## config.mk

```make
export PLATFORM = sky130hd
export DESIGN_NAME = fib_seq_ctrl
export DESIGN_NICKNAME = d
export VERILOG_FILES = /design/src/rtl/fib_pkg.sv /design/src/rtl/fib_dp.sv /design/src/rtl/fib_seq_ctrl.sv
export SDC_FILE = /design/constraint.sdc
export NUM_CORES = 1
export LEC_CHECK = 0
export CAP_MARGIN = 20
export CORE_AREA = 8 8 75 103
export CTS_BUF_LIST = sky130_fd_sc_hd__clkbuf_4
export CTS_CLUSTER_DIAMETER = 200
export CTS_CLUSTER_SIZE = 30
export DETAILED_ROUTE_END_ITERATION = 16
export DIE_AREA = 0 0 83 111
export GPL_TIMING_DRIVEN = 0
export PLACE_DENSITY = 0.55
export SYNTH_ARGS = -nofsm -noshare
export SYNTH_HDL_FRONTEND = slang
export SYNTH_SLANG_ARGS = --single-unit
```

## constraint.sdc

```tcl
create_clock -name clk -period 2.2 [get_ports clk]
set_clock_uncertainty 0.15 [all_clocks]
set_input_delay 0.44 -clock clk [delete_from_list [all_inputs] [get_ports clk]]
set_output_delay 0.44 -clock clk [all_outputs]
set_load 0.005 [all_outputs]
```

## src/rtl/fib_pkg.sv

```systemverilog
// Shared definitions for the Fibonacci sequencer.
//   fib_state_e : controller state encoding (IDLE, RUN, DONE)
//   FIB_W       : width of the terms c/n and of the i output
//   FIB_MAX_IDX : largest index the sequencer will compute; larger requests clamp here
//   FIB_IDX_W   : width of the index registers and of req_n
package fib_pkg;

    localparam int unsigned FIB_W       = 11;
    localparam int unsigned FIB_MAX_IDX = 30;
    localparam int unsigned FIB_IDX_W   = 5;

    typedef enum logic [1:0] {
        StIdle,
        StRun,
        StDone
    } fib_state_e;

endpackage

```

## src/rtl/fib_dp.sv

```systemverilog
// Fibonacci datapath: index, current term, next term and the term adder.
// Build option: FIB_SAT_EN makes an overflowing sum saturate to all-ones;
// without it the sum wraps modulo 2**FIB_W.
// Ports:
//   clk, rst : clock, synchronous active-high reset (clears all registers)
//   load     : start a job (idx=0, cur=0, nxt=1)
//   step     : advance one term (cur<=nxt, nxt<=cur+nxt, idx<=idx+1)
//   idx      : current index
//   cur, nxt : current term F(idx) and next term F(idx+1)
//   carry    : the cur+nxt addition carries out of the top bit this cycle
module fib_dp
    import fib_pkg::*;
(
    input  logic                 clk,
    input  logic                 rst,
    input  logic                 load,
    input  logic                 step,
    output logic [FIB_IDX_W-1:0] idx,
    output logic [FIB_W-1:0]     cur,
    output logic [FIB_W-1:0]     nxt,
    output logic                 carry
);

    logic [FIB_IDX_W-1:0] idx_q;
    logic [FIB_W-1:0]     cur_q;
    logic [FIB_W-1:0]     nxt_q;
    logic [FIB_W:0]       sum;
    logic [FIB_W-1:0]     nxt_step;

    assign sum   = {1'b0, cur_q} + {1'b0, nxt_q};
    assign carry = sum[FIB_W];

    always_comb begin
`ifdef FIB_SAT_EN
        nxt_step = carry ? {FIB_W{1'b1}} : sum[FIB_W-1:0];
`else
        nxt_step = sum[FIB_W-1:0];
`endif
    end

    always_ff @(posedge clk) begin
        if (rst) begin
            idx_q <= '0;
            cur_q <= '0;
            nxt_q <= '0;
        end else if (load) begin
            idx_q <= '0;
            cur_q <= '0;
            nxt_q <= FIB_W'(1);
        end else if (step) begin
            idx_q <= idx_q + FIB_IDX_W'(1);
            cur_q <= nxt_q;
            nxt_q <= nxt_step;
        end
    end

    assign idx = idx_q;
    assign cur = cur_q;
    assign nxt = nxt_q;

endmodule

```

## src/rtl/fib_seq_ctrl.sv

```systemverilog
// Fibonacci sequence controller: accepts a target index T, steps the datapath
// while selector is high and presents F(T) with a valid/ready handshake.
// Build option: FIB_SAT_EN selects saturating instead of wrapping term arithmetic.
// Ports:
//   clk, rst              : clock, synchronous active-high reset
//   selector              : advance enable while running (0 = stall)
//   req_valid, req_n      : job request and target index (clamped to FIB_MAX_IDX)
//   req_ready             : controller idle and able to accept a job
//   resp_valid, resp_ready: result handshake
//   resp_data, resp_ovf   : result term and overflow flag (zero unless resp_valid)
//   i, c, n               : live view of the index, current term and next term
module fib_seq_ctrl
    import fib_pkg::*;
(
    input  logic                 clk,
    input  logic                 rst,
    input  logic                 selector,
    input  logic                 req_valid,
    input  logic [FIB_IDX_W-1:0] req_n,
    output logic                 req_ready,
    output logic                 resp_valid,
    input  logic                 resp_ready,
    output logic [FIB_W-1:0]     resp_data,
    output logic                 resp_ovf,
    output logic [FIB_W-1:0]     i,
    output logic [FIB_W-1:0]     c,
    output logic [FIB_W-1:0]     n
);

    fib_state_e           state_q, state_d;
    logic [FIB_IDX_W-1:0] target_q;
    logic [FIB_IDX_W-1:0] target_clamped;
    logic                 pend_q;
    logic                 ovf_q;
    logic                 load;
    logic                 step;
    logic [FIB_IDX_W-1:0] idx;
    logic [FIB_W-1:0]     cur;
    logic [FIB_W-1:0]     nxt;
    logic                 carry;

    fib_dp u_dp (
        .clk   (clk),
        .rst   (rst),
        .load  (load),
        .step  (step),
        .idx   (idx),
        .cur   (cur),
        .nxt   (nxt),
        .carry (carry)
    );

    assign target_clamped = (req_n > FIB_IDX_W'(FIB_MAX_IDX)) ? FIB_IDX_W'(FIB_MAX_IDX) : req_n;

    always_comb begin
        state_d = state_q;
        load    = 1'b0;
        step    = 1'b0;
        case (state_q)
            StIdle: begin
                if (req_valid) begin
                    load    = 1'b1;
                    state_d = StRun;
                end
            end
            StRun: begin
                if (selector) begin
                    if (idx == target_q) begin
                        state_d = StDone;
                    end else begin
                        step = 1'b1;
                    end
                end
            end
            StDone: begin
                if (resp_ready) begin
                    state_d = StIdle;
                end
            end
            default: state_d = StIdle;
        endcase
    end

    // The term in nxt runs one addition ahead of the result. A carry is first
    // recorded as pending against nxt and only becomes the reported overflow
    // once that inexact term moves into cur, so a look-ahead addition that never
    // reaches the result does not flag it.
    always_ff @(posedge clk) begin
        if (rst) begin
            state_q  <= StIdle;
            target_q <= '0;
            pend_q   <= 1'b0;
            ovf_q    <= 1'b0;
        end else begin
            state_q <= state_d;
            if (load) begin
                target_q <= target_clamped;
                pend_q   <= 1'b0;
                ovf_q    <= 1'b0;
            end else if (step) begin
                ovf_q  <= ovf_q | pend_q;
                pend_q <= pend_q | carry;
            end
        end
    end

    // Gated with rst so an aborted job is never presented, even combinationally.
    assign req_ready  = (state_q == StIdle) && !rst;
    assign resp_valid = (state_q == StDone) && !rst;
    assign resp_data  = resp_valid ? cur : '0;
    assign resp_ovf   = resp_valid & ovf_q;

    assign i = FIB_W'(idx);
    assign c = cur;
    assign n = nxt;

endmodule
```

==> out/results.ini <==
[outcome]
run_status=complete, no violations

[power]
powerDensity_mw_per_mm2=433
ir_drop_mv=0.323
leakagePower_uw=0.00119

[placement]
hpwlAfterDp_microns=4070
dp.cells=371
gp_congestion=0.764
portBuffers=50
place_area_sq_mm=0.00269
pre_cts_slack_ns=-0.655

[logic_synthesis]
ys_seq_elements=36
async_flop_share=0
syn_area_sq_mm=0.00208
syn_inst=244
ys_types=43
synth_edf_count=0
yosys_warnings=0
synthFlopType=dfxtp_1
synth.avg_cell_area_sq_um=8.51
synth_sequential_area_ratio=0.347

[global_routing]
grt_pass1_wl_microns=9270
antenna_found_initial=0
grt_pass1_vias=1900
grt_max_degree=11
gr-total-overflow=0
grt_usage=0.118

[final_layout]
mostFrequentLayoutCells=nand2_1 (42), clkdlybuf4s50_1 (35), dfxtp_1 (30)
layout_commonest_cell=nand2_1
nNetsFinal=340
fin_area_sq_mm=0.00292
area_delta_synth_final_pct=40.4
finalNonFillerCells=390
drive_above_1_share=0.233
antenna_cells=0

[routing]
wl_microns=5590
drt_pre_antenna_iters=4
ant_nets=0
wire_per_inst_microns=14.3
drc_errors=0
vias=1907
drtIter0Drc=65
routed_via_density=4.89

[clock_tree]
cts_tree=done
numCtsBuffers=5
clk_latency_ns=0.34
clock_path_buffers=2
clock_sinks=36
holdBufCountCts=0
htreeDepth=2
cts-root-buf=clkbuf_4
clkTransAtPathRegs_ns=0.11

[die]
start_util=0.337
chipWidth_microns=83
die_area_sq_mm=0.00921
die_h_microns=111
io_pins=57
std_cell_rows=34
core-area_sq_mm=0.00617

[setup_path]
crit_end=u_dp.nxt[10]
worstPathArrival_ns=2.23
r2r_cells=9
r2r_end=u_dp.nxt[10]
crit_path_end_kind=register
crit_type=reg -> reg
worstPathRequired_ns=2.29
r2r_slack_ns=0.06
startpoint=u_dp.nxt[0]
start_kind=register
critical_path.cell_chain=ha_4, inv_2, fa_2, nand2b_4, a21oi_2, a211o_1, a311oi_2, mux2i_1, nand2_1
critPathMaxStageDelay_ns=0.38
cp_max_fo=4
cp_slowest_cell=dfxtp_4
reg2reg_from=u_dp.nxt[0]

[hold_path]
hold_class=reg -> reg

[sta]
maxSlewHeadroom=0.518
finalHoldWorstSlack_ns=0.324
post-route-period-util=0.973
maxSlewViolCount=0
hold_violations=0
layout_setup_ws_ns=0.0595
setup_viol=0
fin_crit_ns=2.14
tns_ns=0
worst_slew_pin_slew_ns=0.720
max_freq_mhz=467

[job]
drv_cap=0

cell usage after synthesis (all sizes together) (5+ instances only):
cell type   n  share of area
mux2i       6          0.029
xnor2       9          0.045
buf        12          0.055
nand2      42          0.076
nor3        5          0.017
and2       11          0.033
ha         12          0.072
nand3       6          0.017
nor2       21          0.038
dfxtp      36           0.35
nand2b      7          0.021
a21oi      31          0.084
xor2        6          0.025
stage by stage:
stage               power [uW]   util
floorplan                  822      -
detailed placement         891  0.435
CTS                       1270  0.455
finish                    1260  0.473
global route              1330  0.473
global placement           890  0.435
cell type report:
class                      instances  area (sq um)
tap                               72          90.1
timing repair buffer              61           584
sequential                        36           733
clock inverter                     1          3.75
buffer                            16           165
inverter                           4          15.0
multi-input combinational        193          1270
clock buffer                       7          52.6
fill                             635          3250
report_power, final:
part	switching, uW	leakage, uW	total [uW]	internal, uW
registers	15.9	0.000295	683	667
logic	106	0.000866	207	101
clock network	224	0.0000338	371	148
total	346	0.00119	1260	915
how the worst min path moves through the flow:
stage | startpoint | slack [ns] | cells after the start | endpoint
finish | ovf_q | 0.32 | 2 | ovf_q
global route | u_dp.nxt[3] | 0.35 | 2 | u_dp.nxt[3]
CTS | ovf_q | 0.33 | 2 | ovf_q
detailed placement | ovf_q | 0.30 | 2 | ovf_q
global placement | ovf_q | 0.31 | 2 | ovf_q
floorplan | ovf_q | 0.28 | 2 | ovf_q
sequential cells by signal, indices dropped and copies added, names as in the netlist:
name      cells
target_q      5
state_q       2
pend_q        1
u_dp.cur     11
u_dp.nxt     11
u_dp.idx      5
ovf_q         1
worst max-delay path, delay by kind of cell, from the launching register on:
family                     cells  cell delay, ns
AOI/OAI and AO/OA              3            0.70
adders and majority gates      2            0.36
buffers and inverters          1            0.05
DFF                            1            0.38
muxes                          1            0.22
and+or+nand+nor                2            0.19
per-layer routing:
layer,GRT usage,part of all wire,up-vias
met4,0.0353,0.013,0
li1,-,-,967
met5,0,0,-
met1,0.127,0.41,891
met2,0.211,0.52,43
met3,0.0390,0.056,6
logic make-up (layout without fill, tap and decap cells):
family	count (synthesis)	in the layout	share of synthesized area
compound gates	49	49	0.147
xor+xnor	15	15	0.0705
fa+ha+maj	13	13	0.0820
buf+inv	20	89	0.0796
flops	36	36	0.347
mux	6	6	0.0289
other cells	1	6	0.00181
simple gates	104	104	0.243
what timing repair did:
item,CTS,global route
gates resized for setup,50,26
pin swaps,3,5
buffers inserted,5,6
endpoints found under the setup margin,15,9
cloned,1,0
hold endpoints to repair,0,0
No activity file was read; power rests on OpenSTA's default activity.
